## src/rtl/lcd_msg_pkg.sv

```systemverilog
// Shared types, message indices and the LCD message text table.
package lcd_msg_pkg;

   typedef enum logic [1:0] {
      IDLE = 2'd0,
      SEND = 2'd1,
      DONE = 2'd2
   } state_t;

   localparam int MSG_CARREGANDO  = 0;
   localparam int MSG_CAIXA_CHEIA = 1;
   localparam int MSG_PARADA      = 2;
   localparam int MSG_ERRO        = 3;

   localparam logic [7:0] CH_SPACE = 8'h20;

   // widest text slot in the table; strings are stored right-justified
   localparam int MSG_MAX_LEN = 16;

   // Character at column col of message idx; blanks past the text end and
   // for indices with no text.
   function automatic logic [7:0] msg_char(input int unsigned idx, input int unsigned col);
      logic [8*MSG_MAX_LEN-1:0] txt;
      int unsigned              len;
      txt = '0;
      len = 0;
      case (idx)
         0: begin txt = {{(MSG_MAX_LEN-11)*8{1'b0}}, "CARREGANDO!"};    len = 11; end
         1: begin txt = {{(MSG_MAX_LEN-12)*8{1'b0}}, "CAIXA CHEIA!"};   len = 12; end
         2: begin txt = {{(MSG_MAX_LEN-14)*8{1'b0}}, "ESTEIRA PARADA"}; len = 14; end
         3: begin txt = {{(MSG_MAX_LEN-11)*8{1'b0}}, "ERRO SENSOR"};    len = 11; end
         default: begin txt = '0; len = 0; end
      endcase
      if (col < len) msg_char = txt[8*(len-1-col) +: 8];
      else           msg_char = CH_SPACE;
   endfunction

endpackage

```

## src/rtl/lcd_msg_rom.sv

```systemverilog
// Combinational message table lookup: (sel, col) -> ASCII character.
// Selections beyond N_MSG read as blanks.
module lcd_msg_rom import lcd_msg_pkg::*; #(
   parameter int COLS  = 16,
   parameter int N_MSG = 4,
   parameter int SW    = $clog2(N_MSG),
   parameter int CW    = $clog2(COLS)
) (
   input  logic [SW-1:0] sel,
   input  logic [CW-1:0] col,
   output logic [7:0]    ch
);

   // table read with out-of-range selection forced to blank
   always_comb begin
      ch = CH_SPACE;
      if (32'(sel) < 32'(N_MSG)) ch = msg_char(32'(sel), 32'(col));
   end

endmodule

```

## src/rtl/lcd_msg_streamer.sv

```systemverilog
// Streams one COLS-character status message to the LCD write driver
// whenever the selection changes or a refresh is requested.
// Optional build macro LCD_MSG_BLINK_EN: blink message 1 by alternating
// text and blank streams every BLINK_CYC idle cycles.
module lcd_msg_streamer import lcd_msg_pkg::*; #(
   parameter  int COLS      = 16,
   parameter  int N_MSG     = 4,
   parameter  int BLINK_CYC = 25_000_000,
   localparam int SW        = $clog2(N_MSG),
   localparam int CW        = $clog2(COLS)
) (
   input  logic          clk,
   input  logic          rst,
   input  logic [SW-1:0] msg_sel,
   input  logic          refresh,
   output logic [7:0]    ch_data,
   output logic [CW-1:0] ch_col,
   output logic          ch_valid,
   input  logic          ch_ready,
   output logic          busy,
   output logic          done
);

   state_t        state, state_nxt;
   logic [SW-1:0] sel_q;
   logic [CW-1:0] col_q;
   logic          pend;
   logic          start;
   logic          accept;
   logic          last_col;
   logic          blink_pend;
   logic          blank_ph;
   logic [7:0]    rom_ch;

   // a new stream is launched only from IDLE; intermediate msg_sel values
   // seen during SEND/DONE are simply never latched
   assign start    = (state == IDLE) && (pend || (msg_sel != sel_q));
   assign accept   = (state == SEND) && ch_ready;
   assign last_col = (col_q == CW'(COLS-1));

   // state register
   always_ff @(posedge clk) begin
      if (rst) state <= IDLE;
      else     state <= state_nxt;
   end

   // next state and Moore outputs (outputs depend on state only)
   always_comb begin
      state_nxt = state;
      ch_valid  = 1'b0;
      busy      = 1'b0;
      done      = 1'b0;
      unique case (state)
         IDLE: if (start) state_nxt = SEND;
         SEND: begin
            ch_valid = 1'b1;
            busy     = 1'b1;
            if (ch_ready && last_col) state_nxt = DONE;
         end
         DONE: begin
            done      = 1'b1;
            state_nxt = IDLE;
         end
         default: state_nxt = IDLE;
      endcase
   end

   // selection latch, column counter and resend request flag; a refresh
   // coinciding with a launch is absorbed by that launch
   always_ff @(posedge clk) begin
      if (rst) begin
         sel_q <= '0;
         col_q <= '0;
         pend  <= 1'b1;
      end else begin
         if (start) begin
            sel_q <= msg_sel;
            col_q <= '0;
         end else if (accept && !last_col) begin
            col_q <= col_q + CW'(1);
         end
         if (start)                      pend <= 1'b0;
         else if (refresh || blink_pend) pend <= 1'b1;
      end
   end

`ifdef LCD_MSG_BLINK_EN
   localparam int BW = (BLINK_CYC > 1) ? $clog2(BLINK_CYC) : 1;

   logic [BW-1:0] blink_cnt;
   logic          blink_run;

   // counter only advances in IDLE cycles that do not launch a stream, so a
   // wrap can never be swallowed by a launch clearing pend
   assign blink_run  = (state == IDLE) && !start && (sel_q == SW'(MSG_CAIXA_CHEIA));
   assign blink_pend = blink_run && (blink_cnt == BW'(BLINK_CYC-1));

   // blink phase counter; leaving message 1 returns to the visible phase
   always_ff @(posedge clk) begin
      if (rst) begin
         blink_cnt <= '0;
         blank_ph  <= 1'b0;
      end else if (start && (msg_sel != SW'(MSG_CAIXA_CHEIA))) begin
         blink_cnt <= '0;
         blank_ph  <= 1'b0;
      end else if (blink_run) begin
         if (blink_pend) begin
            blink_cnt <= '0;
            blank_ph  <= ~blank_ph;
         end else begin
            blink_cnt <= blink_cnt + BW'(1);
         end
      end
   end
`else
   // BLINK_CYC has no effect in this build
   logic unused_blink;
   assign unused_blink = ^BLINK_CYC;
   assign blink_pend   = 1'b0;
   assign blank_ph     = 1'b0;
`endif

   lcd_msg_rom #(
      .COLS  (COLS),
      .N_MSG (N_MSG)
   ) u_rom (
      .sel (sel_q),
      .col (col_q),
      .ch  (rom_ch)
   );

   assign ch_data = blank_ph ? CH_SPACE : rom_ch;
   assign ch_col  = col_q;

endmodule

```

## config.mk

```make
export PLATFORM = sky130hd
export DESIGN_NAME = lcd_msg_streamer
export DESIGN_NICKNAME = d
export VERILOG_FILES = /design/src/rtl/lcd_msg_pkg.sv /design/src/rtl/lcd_msg_rom.sv /design/src/rtl/lcd_msg_streamer.sv
export SDC_FILE = /design/constraint.sdc
export NUM_CORES = 1
export LEC_CHECK = 0
export CELL_PAD_IN_SITES_DETAIL_PLACEMENT = 1
export CELL_PAD_IN_SITES_GLOBAL_PLACEMENT = 1
export CORE_MARGIN = 5
export CORE_UTILIZATION = 25
export CTS_CLUSTER_SIZE = 12
export DETAILED_ROUTE_END_ITERATION = 7
export PLACE_DENSITY = 0.55
export SYNTH_ARGS = -nofsm -noshare
export SYNTH_HDL_FRONTEND = slang
export SYNTH_SLANG_ARGS = --single-unit
```

## constraint.sdc

```tcl
create_clock -name clk -period 3.9 [get_ports clk]
set_input_delay 0.975 -clock clk [delete_from_list [all_inputs] [get_ports clk]]
set_output_delay 0.975 -clock clk [all_outputs]
set_load 0.01 [all_outputs]
```

# --- After elaboration in Yosys (flattened, before gate mapping) ---
# Index checks and enable logic that the tools add are counted.
word_totals:
  elab_cells: 40
  inputBits: 6
  output_inout_bits: 15
  regBits: 9
classes:
  n_eq_ne: 9
  order_cmp: 1
  addsub: 3
  n_reduce_logical: 12
  mux: 10
  n_shift: 1
op_table:
  columns: ["operator", "n"]
  rows:
  - ["$pmux 128 s4", 1]
  - ["$shiftx 128x33->8", 1]
  - ["$pmux 32 s3", 1]
  - ["$lt 4x32->1", 1]
  - ["$sub 29x1->29 const B", 1]
  - ["$sub 29x4->29", 1]
  - ["$mux 8", 1]
  - ["$eq 2x2->1 const B", 3]
  - ["$add 4x1->4 const B", 1]
  - ["$eq 2x1->1 const B", 2]
  - ["$eq 4x4->1 const B", 1]
  - ["$logic_and 1x1->1", 4]
  - ["$logic_not 2->1", 2]
  - ["$mux 1", 4]
  - ["$mux 2", 2]
  - ["$pmux 2 s2", 1]
  - ["$reduce_or 2->1", 2]
  - ["$ne 2x1->1 const B", 1]
  - ["$ne 2x2->1", 1]
  - ["$ne 2x2->1 const B", 1]
  - ["$reduce_and 2->1", 1]
  - ["$reduce_bool 2->1", 1]
  - ["$logic_not 1->1", 1]
  - ["$logic_or 1x1->1", 1]

# --- Longest topological paths before layout ---
logic_depth:
  ltp_word: 7
  mapped_depth: 12
  mapped_depth_nobuf: 10

# --- Cells and area by module ---
# A second synthesis with hierarchy kept.
unflattened:
  hier_cells: 176
  hier_area_um2: 1342.5
modules_own_cells:
  columns: ["module", "instances", "seq_area_each_um2", "area_per_inst_um2", "cells_per_inst"]
  rows:
  - ["lcd_msg_rom", 1, 0.0, 869.6, 124]
  - ["lcd_msg_streamer", 1, 180.2, 473.0, 52]

# --- Worst setup path after synthesis ---
# No wires, ideal clock.
synth_path:
  kind: "register to output"
  startpoint: "register sel_q[0]"
  endpoint: "output ch_data[1]"
  path_stages_with_launch: 13
  n_path_buf: 2
  arrival_time_ps: 2688
  path_slack_ps: 237
  required_time_ps: 2925
  cell_sequence: "dfxtp_1 > inv_1 > ha_1 > inv_1 > ha_1 > fa_1 > buf_2 > buf_2 > mux2i_1 > nand3_1 > o21ai_0 > o21ai_0 > a31oi_1"
synth_via:
  elab_chain_len: 7
  word_cells_on_any_way: 12
  cone_classes: "add/sub (2); order compare (1); eq/ne (3); shift (1); mux (3); reduce/logical (2)"
synth_rtl:
  columns: ["item", "line", "text"]
  rows:
  - ["from (decl)", "lcd_msg_streamer.sv:25", "logic [SW-1:0] sel_q;"]
  - ["from (signal assigned)", "lcd_msg_streamer.sv:77", "sel_q <= msg_sel;"]
  - ["$eq 2x2->1 or $logic_not 2->1 (tied branches)", "lcd_msg_pkg.sv:27", "case (idx)"]
  - ["$reduce_or 2->1 (no source line)", null, null]
  - ["$pmux 32 s3", "lcd_msg_pkg.sv:27", null]
  - ["$sub 29x1->29", "lcd_msg_pkg.sv:34", "if (col < len) msg_char = txt[8*(len-1-col) +: 8];"]
  - ["$sub 29x4->29", "lcd_msg_pkg.sv:34", null]
  - ["$shiftx 128x33->8", "lcd_msg_pkg.sv:34", null]
  - ["$mux 8 *", "lcd_msg_pkg.sv:34", null]
  - ["to (decl)", "lcd_msg_streamer.sv:16", "output logic [7:0] ch_data,"]
# Mark *: on every way between the ends. The rest lies on a longest branch, timed or not. The select of a mux whose other input is x is not followed.

# --- Worst setup path after layout ---
layout_path:
  startpoint: "register sel_q[1]"
  endpoint: "output ch_data[4]"
# The elaborated chain is that of the path after synthesis.

==> metrics.txt <==
status=complete, no violations; P per Cell Area=350 nW/µm²; crit path kind=reg2out; number of global-route vias before repair=1599; Root Driver=clkbuf_8; post-synthesis register bit count=9; die height=82.4 µm; area of the die=6780 µm²; highest metal used=met4; hold-fix buffers at CTS=0; vias after detailed routing=1443; metal2 WL=2.33 mm; post-layout instance area=1830 µm²; largest cells by area after synthesis=dfxtp_1 (14%), ha_1 (11%), mux2i_1 (6.1%); final hold vios=0; Routed Antenna Nets=0; crit-path max FO=10; area share of the leading cell type in the synthesized netlist=13.8%; CTS max path bufs=2; Starting Density=25.6%; gpl congestion=0.830; Core ar.=5110 µm²; Slew Limit Fails=0; Worst Clk Skew=1.85 ps; Setup-failing EPs final=0; most frequent cells in the layout=buf_4 (25), o21ai_0 (12), clkdlybuf4s50_1 (12); share of layout cells above drive strength 1=24.2%; Overall Power=0.000640 W; DRT iter0 DRCs=74; GR Overflow Total=0; worst r2r src=ch_col[0]; synthesized instance count=about 170; Setup WS post-layout=151 ps; CTS clk-pin slew, worst paths=50 ps; drt first pass iters=4; global-route wire length before repair=~7.2 mm; utilization after layout=a little over a third; Rel. slew slack=66.3%; ys async rst share=0%; register area share after synthesis=roughly 14%; Die Wd=82.4 µm; syn nets=190; initial antenna violation count=0; commonest non-fill, non-tap cell in the layout=buf_4; io pins=21; Worst Tran Pin Value=between 500 and 600 ps; TritonCTS buffer count=3; Cell Rows=26; Tot GR Track Use=between 10% and 20%; Mapped Area=1310 µm²; CTS HTree Levels=1; max cap viols=0; most common flop cell mapped by yosys=dfxtp_1; post-detail-place hpwl=3.33 mm; period utilization=96.1%; clock sink count=9; placed cell areas=1690 µm²; largest net degree at the start of global routing=17; Leak=a little under 0.8 nW; top achievable clock speed=0.267 GHz; Yosys warning count=0; Hold WC Path Type=reg2reg; ANT cells=0; Tmin final=3750 ps; Via density=around 5.1; Synth area leader=dfxtp_1; Syn Area/Cell=7.65 µm²; Post-synth EDFFs=0; CP required=2920 ps; wire per inst=15.5 µm; CP endpoint kind=output pin; Residual DRC=0; Worst VDD drop=about 130 µV; DRT met1 WL=approximately 1.9 mm; Hold Path Origin=pend; Routed WL=approximately 4.4 mm; NumNets Final=between 200 and 250; CP startpoint kind=register; clk_lat worst skew=230 ps; Setup WS pre-CTS=-130 ps; Critical Path AT=approximately 2800 ps; met3 wire length=a little over 100 µm; Yosys cell types=50; crit path launch=sel_q[1]; number of I/O port buffers=19; Layout area overhead=39.7%; TritonCTS clock tree=yes
per-layer routing:
layer  vias up  track usage, %
met1       714            14.7
met4         0            4.15
met5         -               0
met2        28            27.2
li1        695               -
met3         6            1.52
area by class of cell:
| class | count | area (µm²) |
|---|---|---|
| multi-input combinational | 138 | 1070 |
| sequential | 9 | 181 |
| clock buffer | 4 | 45.0 |
| fill | 639 | 3280 |
| timing repair buffer | 49 | 398 |
| inverter | 11 | 41.3 |
| tap | 70 | 87.6 |
critical path: stages (launching register included):
cell and delay (ps):
dfxtp_1 320, inv_1 60, ha_1 290, inv_1 80, ha_4 170, fa_2 580
buf_2 160, buf_4 170, a311oi_2 100, a21oi_1 140, o21ai_1 70, a31oi_1 150
clkdlybuf4s15_1 250
synth_stat cells (4+ instances only):
library cell  number
o21ai_0           14
ha_1              12
inv_1             11
nand2_1           11
nor2_1            11
a21oi_1           10
dfxtp_1            9
mux2i_1            8
nor2b_1            8
nand3_1            5
buf_2              4
buf_4              4
nand2b_1           4
nor3_1             4
xor2_1             4
stage by stage:
stage / TNS, ps / cells / hold WS [ps]
after global placement: -179 / 272 / 480
after floorplan: 0 / 171 / 459
final: 0 / 281 / 511
after detailed placement: -568 / 272 / 484
after global routing: -8.53 / 281 / 572
after CTS: 0 / 280 / 502
worst paths after layout:
check	endpoint	slack, ps	depth (start not counted)
hold / removal	pend	510	2
setup / recovery	ch_data[4]	150	12
hold reg to reg	pend	510	2
setup reg to reg	ch_col[3]	2400	7
repair_timing:
item                       4_1_cts  5_1_grt
resized for setup               21       20
gates cloned                     0        1
setup buffers                    4        0
pin swaps                        3        5
setup endpoints to repair        7        7
where the power goes:
group	internal (W)	leakage, nW	switching, W
registers	0.0000967	0.0740	0.00000256
logic	0.000201	0.677	0.000229
clock network	0.0000714	0.0228	0.0000389
sequential cells by signal, indices dropped and copies added, names as in the netlist:
| register | flops |
|---|---|
| ch_col | 4 |
| pend | 1 |
| sel_q | 2 |
| state | 2 |
kinds of logic after synthesis:
| kind of cell | synth area share [%] |
|---|---|
| simple gates | 22.6 |
| compound gates | 26.7 |
| buf+inv | 9.56 |
| fa+ha+maj | 13.0 |
| xor+xnor | 8.03 |
| flops | 13.8 |
| mux | 6.12 |
| other cells | 0.287 |
Power figures use the tool's default switching activity.
==> RTL change, RTL diff (same settings) <==
`COLS` is set to 16 in 2 places; all go to 8.
--- a/src/rtl/lcd_msg_rom.sv
+++ b/src/rtl/lcd_msg_rom.sv
@@ -1,7 +1,7 @@
 // Combinational message table lookup: (sel, col) -> ASCII character.
 // Selections beyond N_MSG read as blanks.
 module lcd_msg_rom import lcd_msg_pkg::*; #(
-   parameter int COLS  = 16,
+   parameter int COLS  = 8,
    parameter int N_MSG = 4,
    parameter int SW    = $clog2(N_MSG),
    parameter int CW    = $clog2(COLS)
--- a/src/rtl/lcd_msg_streamer.sv
+++ b/src/rtl/lcd_msg_streamer.sv
@@ -3,7 +3,7 @@
 // Optional build macro LCD_MSG_BLINK_EN: blink message 1 by alternating
 // text and blank streams every BLINK_CYC idle cycles.
 module lcd_msg_streamer import lcd_msg_pkg::*; #(
-   parameter  int COLS      = 16,
+   parameter  int COLS      = 8,
    parameter  int N_MSG     = 4,
    parameter  int BLINK_CYC = 25_000_000,
    localparam int SW        = $clog2(N_MSG),
Ports: changed (resized ch_col); port bits go from 21 to 20. No check against the original RTL was run, so the function may have changed too.
==> RTL change against the original RTL <==
  * Cell area decreased by 16%
  * Setup slack lost 0.0052 ns
  * Combinational power shrank 17%
  * Sequential share of layout area grew 0.52 points
  * Global-route usage fell by 1.8 points
  * Die area fell by 13%
  * Synthesized area shrank 15%
  * Wire length down 21%
  * Power decreased by 15%
  * Count of clock-buffer cells in the layout fell by 1
  * Sequential cell count decreased by 1
  * Cell count shrank 20%
==> RTL change: results (changes against the original RTL) <==
The run finished with clean final reports. The via count normalized by instance count is 5.08 (-1.1%). For the number of placed instances with taps included, the log shows 220 (-19%).

The highest ir drop seen on vdd is 0.000199 V (+51%), and the number of cells traversed by the worst register-to-register path is 6 (-1). Yosys attributes the largest share of cell area to sky130_fd_sc_hd__ha_1, sky130_fd_sc_hd__dfxtp_1, sky130_fd_sc_hd__a21oi_1, sky130_fd_sc_hd__nor2_1, sky130_fd_sc_hd__inv_1. The number of fillers in the final layout is 516 (-19%). The mean post-synth cell area works out to 7.97 sq um (+4.2%). The final-layout clock-cell area share was 0.0269 (+0.00228); the maximum number of pins on one net before global-route repair was 13 (-4).

The maximum fanout along the worst path is 11 (+1). The run gives 49 (-34%) as the first-iteration detailed-routing DRC count. Ranked by instance count, the synthesized netlist is headed by sky130_fd_sc_hd__ha_1, sky130_fd_sc_hd__nor2_1, sky130_fd_sc_hd__inv_1. Fraction of power consumed by combinational cells: 0.654 (-0.018).

The endpoint identified for the worst register-to-register timing path is ch_col[1]$_SDFFE_PP0P_. The tools report the post-DP HPWL as 2730 um (-18%). The tools report the part of the Yosys area used for sequential elements as 0.143 (+0.00583).

The fraction of met2 tracks used by global routing came out at 0.214 (-0.0577). The run gives 0.164 (+0.009) as the share of power burned in registers. For the multi-input gate area in the final layout, the log shows 896 sq um (-17%). The fraction of standard cell area that is sequential is 0.104 (+0.00516), and the number of flip-flops in the largest register is 3 (-1).

The non-clock buffer count in the final layout was 39 (-20%); the post-route clock skew was 0.000210 ns (-0.00164 ns). The tools report the signal arrival time at the worst endpoint as 2.78 ns (about the same). For the number of gates resized after cts, the log shows 11 (-48%). The critical path ends at ch_data[5]. The switching portion of total power came out at 0.404 (-0.0195). The reported leakage power is 0.000649 uW (-16%), and the largest stage delay on the critical path is 0.49 ns (-0.09 ns). The cell area after placement is 1440 sq um (-15%), and the global-route wire length before repair is 5950 um (-17%). The post-route standard cell area excluding fillers is 1530 sq um (-16%), and the final weighted congestion in routability-driven placement is 0.819 (-1.3%). The logs give 0.0164 (+0.00121) for the met3 layer usage reported by global route and 0.146 (-0.00126) for the met1 usage.

The run gives 195 (-16%) as the total number of nets in the final design. The worst register-to-register path begins at ch_col[1]$_SDFFE_PP0P_. The distinct cell type count of the synthesized netlist is 45 (-10%).

The tools report the number of standard cells after synthesis as 140 (-18%). The number of multi-input logic gates is 112 (-19%), and the post-CTS setup-driven buffer insertion count is 0 (-4). For the net count of the mapped netlist, the log shows 160 (-16%). Aggregate routed wire length: 3440 um (-21%).

The non-clock buffer contribution to total cell area is 0.215 (-0.00233). The ratio of cells with drive above 1 in the final layout is 0.237 (-0.00471).
-- RTL change: cell types whose count changed after synthesis, sizes merged, moves of 2 or more --
cell / before / now
nor2b: 8 / 3
clkbuf: 3 / 0
o2111ai: 3 / 0
a31oi: 3 / 1
nand2: 11 / 7
mux2i: 8 / 4
a2111oi: 1 / 4
o22ai: 3 / 1
o21ai: 14 / 7
nor2: 11 / 13
mux2: 0 / 3
nor3: 4 / 1
-- RTL change: cell families (layout without fill, tap and decap cells) --
logic type      after synthesis  count (layout)  share of synthesized area
simple gates                 43              43                      0.198
flops                         8               8                      0.143
xor+xnor                      7               7                     0.0718
fa+ha+maj                    14              14                      0.164
buf+inv                      20              53                     0.0919
mux                           8               8                     0.0863
compound gates               39              39                      0.241
other cells                   1               1                    0.00336
-- RTL change: metrics by stage --
step	total power (uW)	worst slack (ns)
finish	546	0.145
global route	585	0.0151
CTS	534	-0.0773
detailed placement	439	-0.0673
global placement	428	0.0577
floorplan	300	0.207
-- RTL change: worst max-delay path: cells and delay by family (launching register included) --
kind	cells	cell delay [ns]
adder cells (fa/ha/maj)	3	0.97
AO/OA/AOI/OAI	1	0.10
AND/OR/NAND/NOR	2	0.54
flip-flops	1	0.32
buffers and inverters	5	0.65
-- RTL change: worst min path at each step --
stage,slack [ns],end,cells after the start
final,0.51,pend$_SDFFE_PP1P_,2
after global routing,0.57,pend$_SDFFE_PP1P_,2
after CTS,0.53,pend$_SDFFE_PP1P_,2
after detailed placement,0.51,pend$_SDFFE_PP1P_,2
after global placement,0.48,pend$_SDFFE_PP1P_,2
after floorplan,0.46,pend$_SDFFE_PP1P_,2
-- RTL change: metal layers --
metal | wire length, um | vias up
met5 | 0 | -
met4 | 53 | 0
met3 | 118 | 6
met2 | 1720 | 24
met1 | 1550 | 544
li1 | - | 569
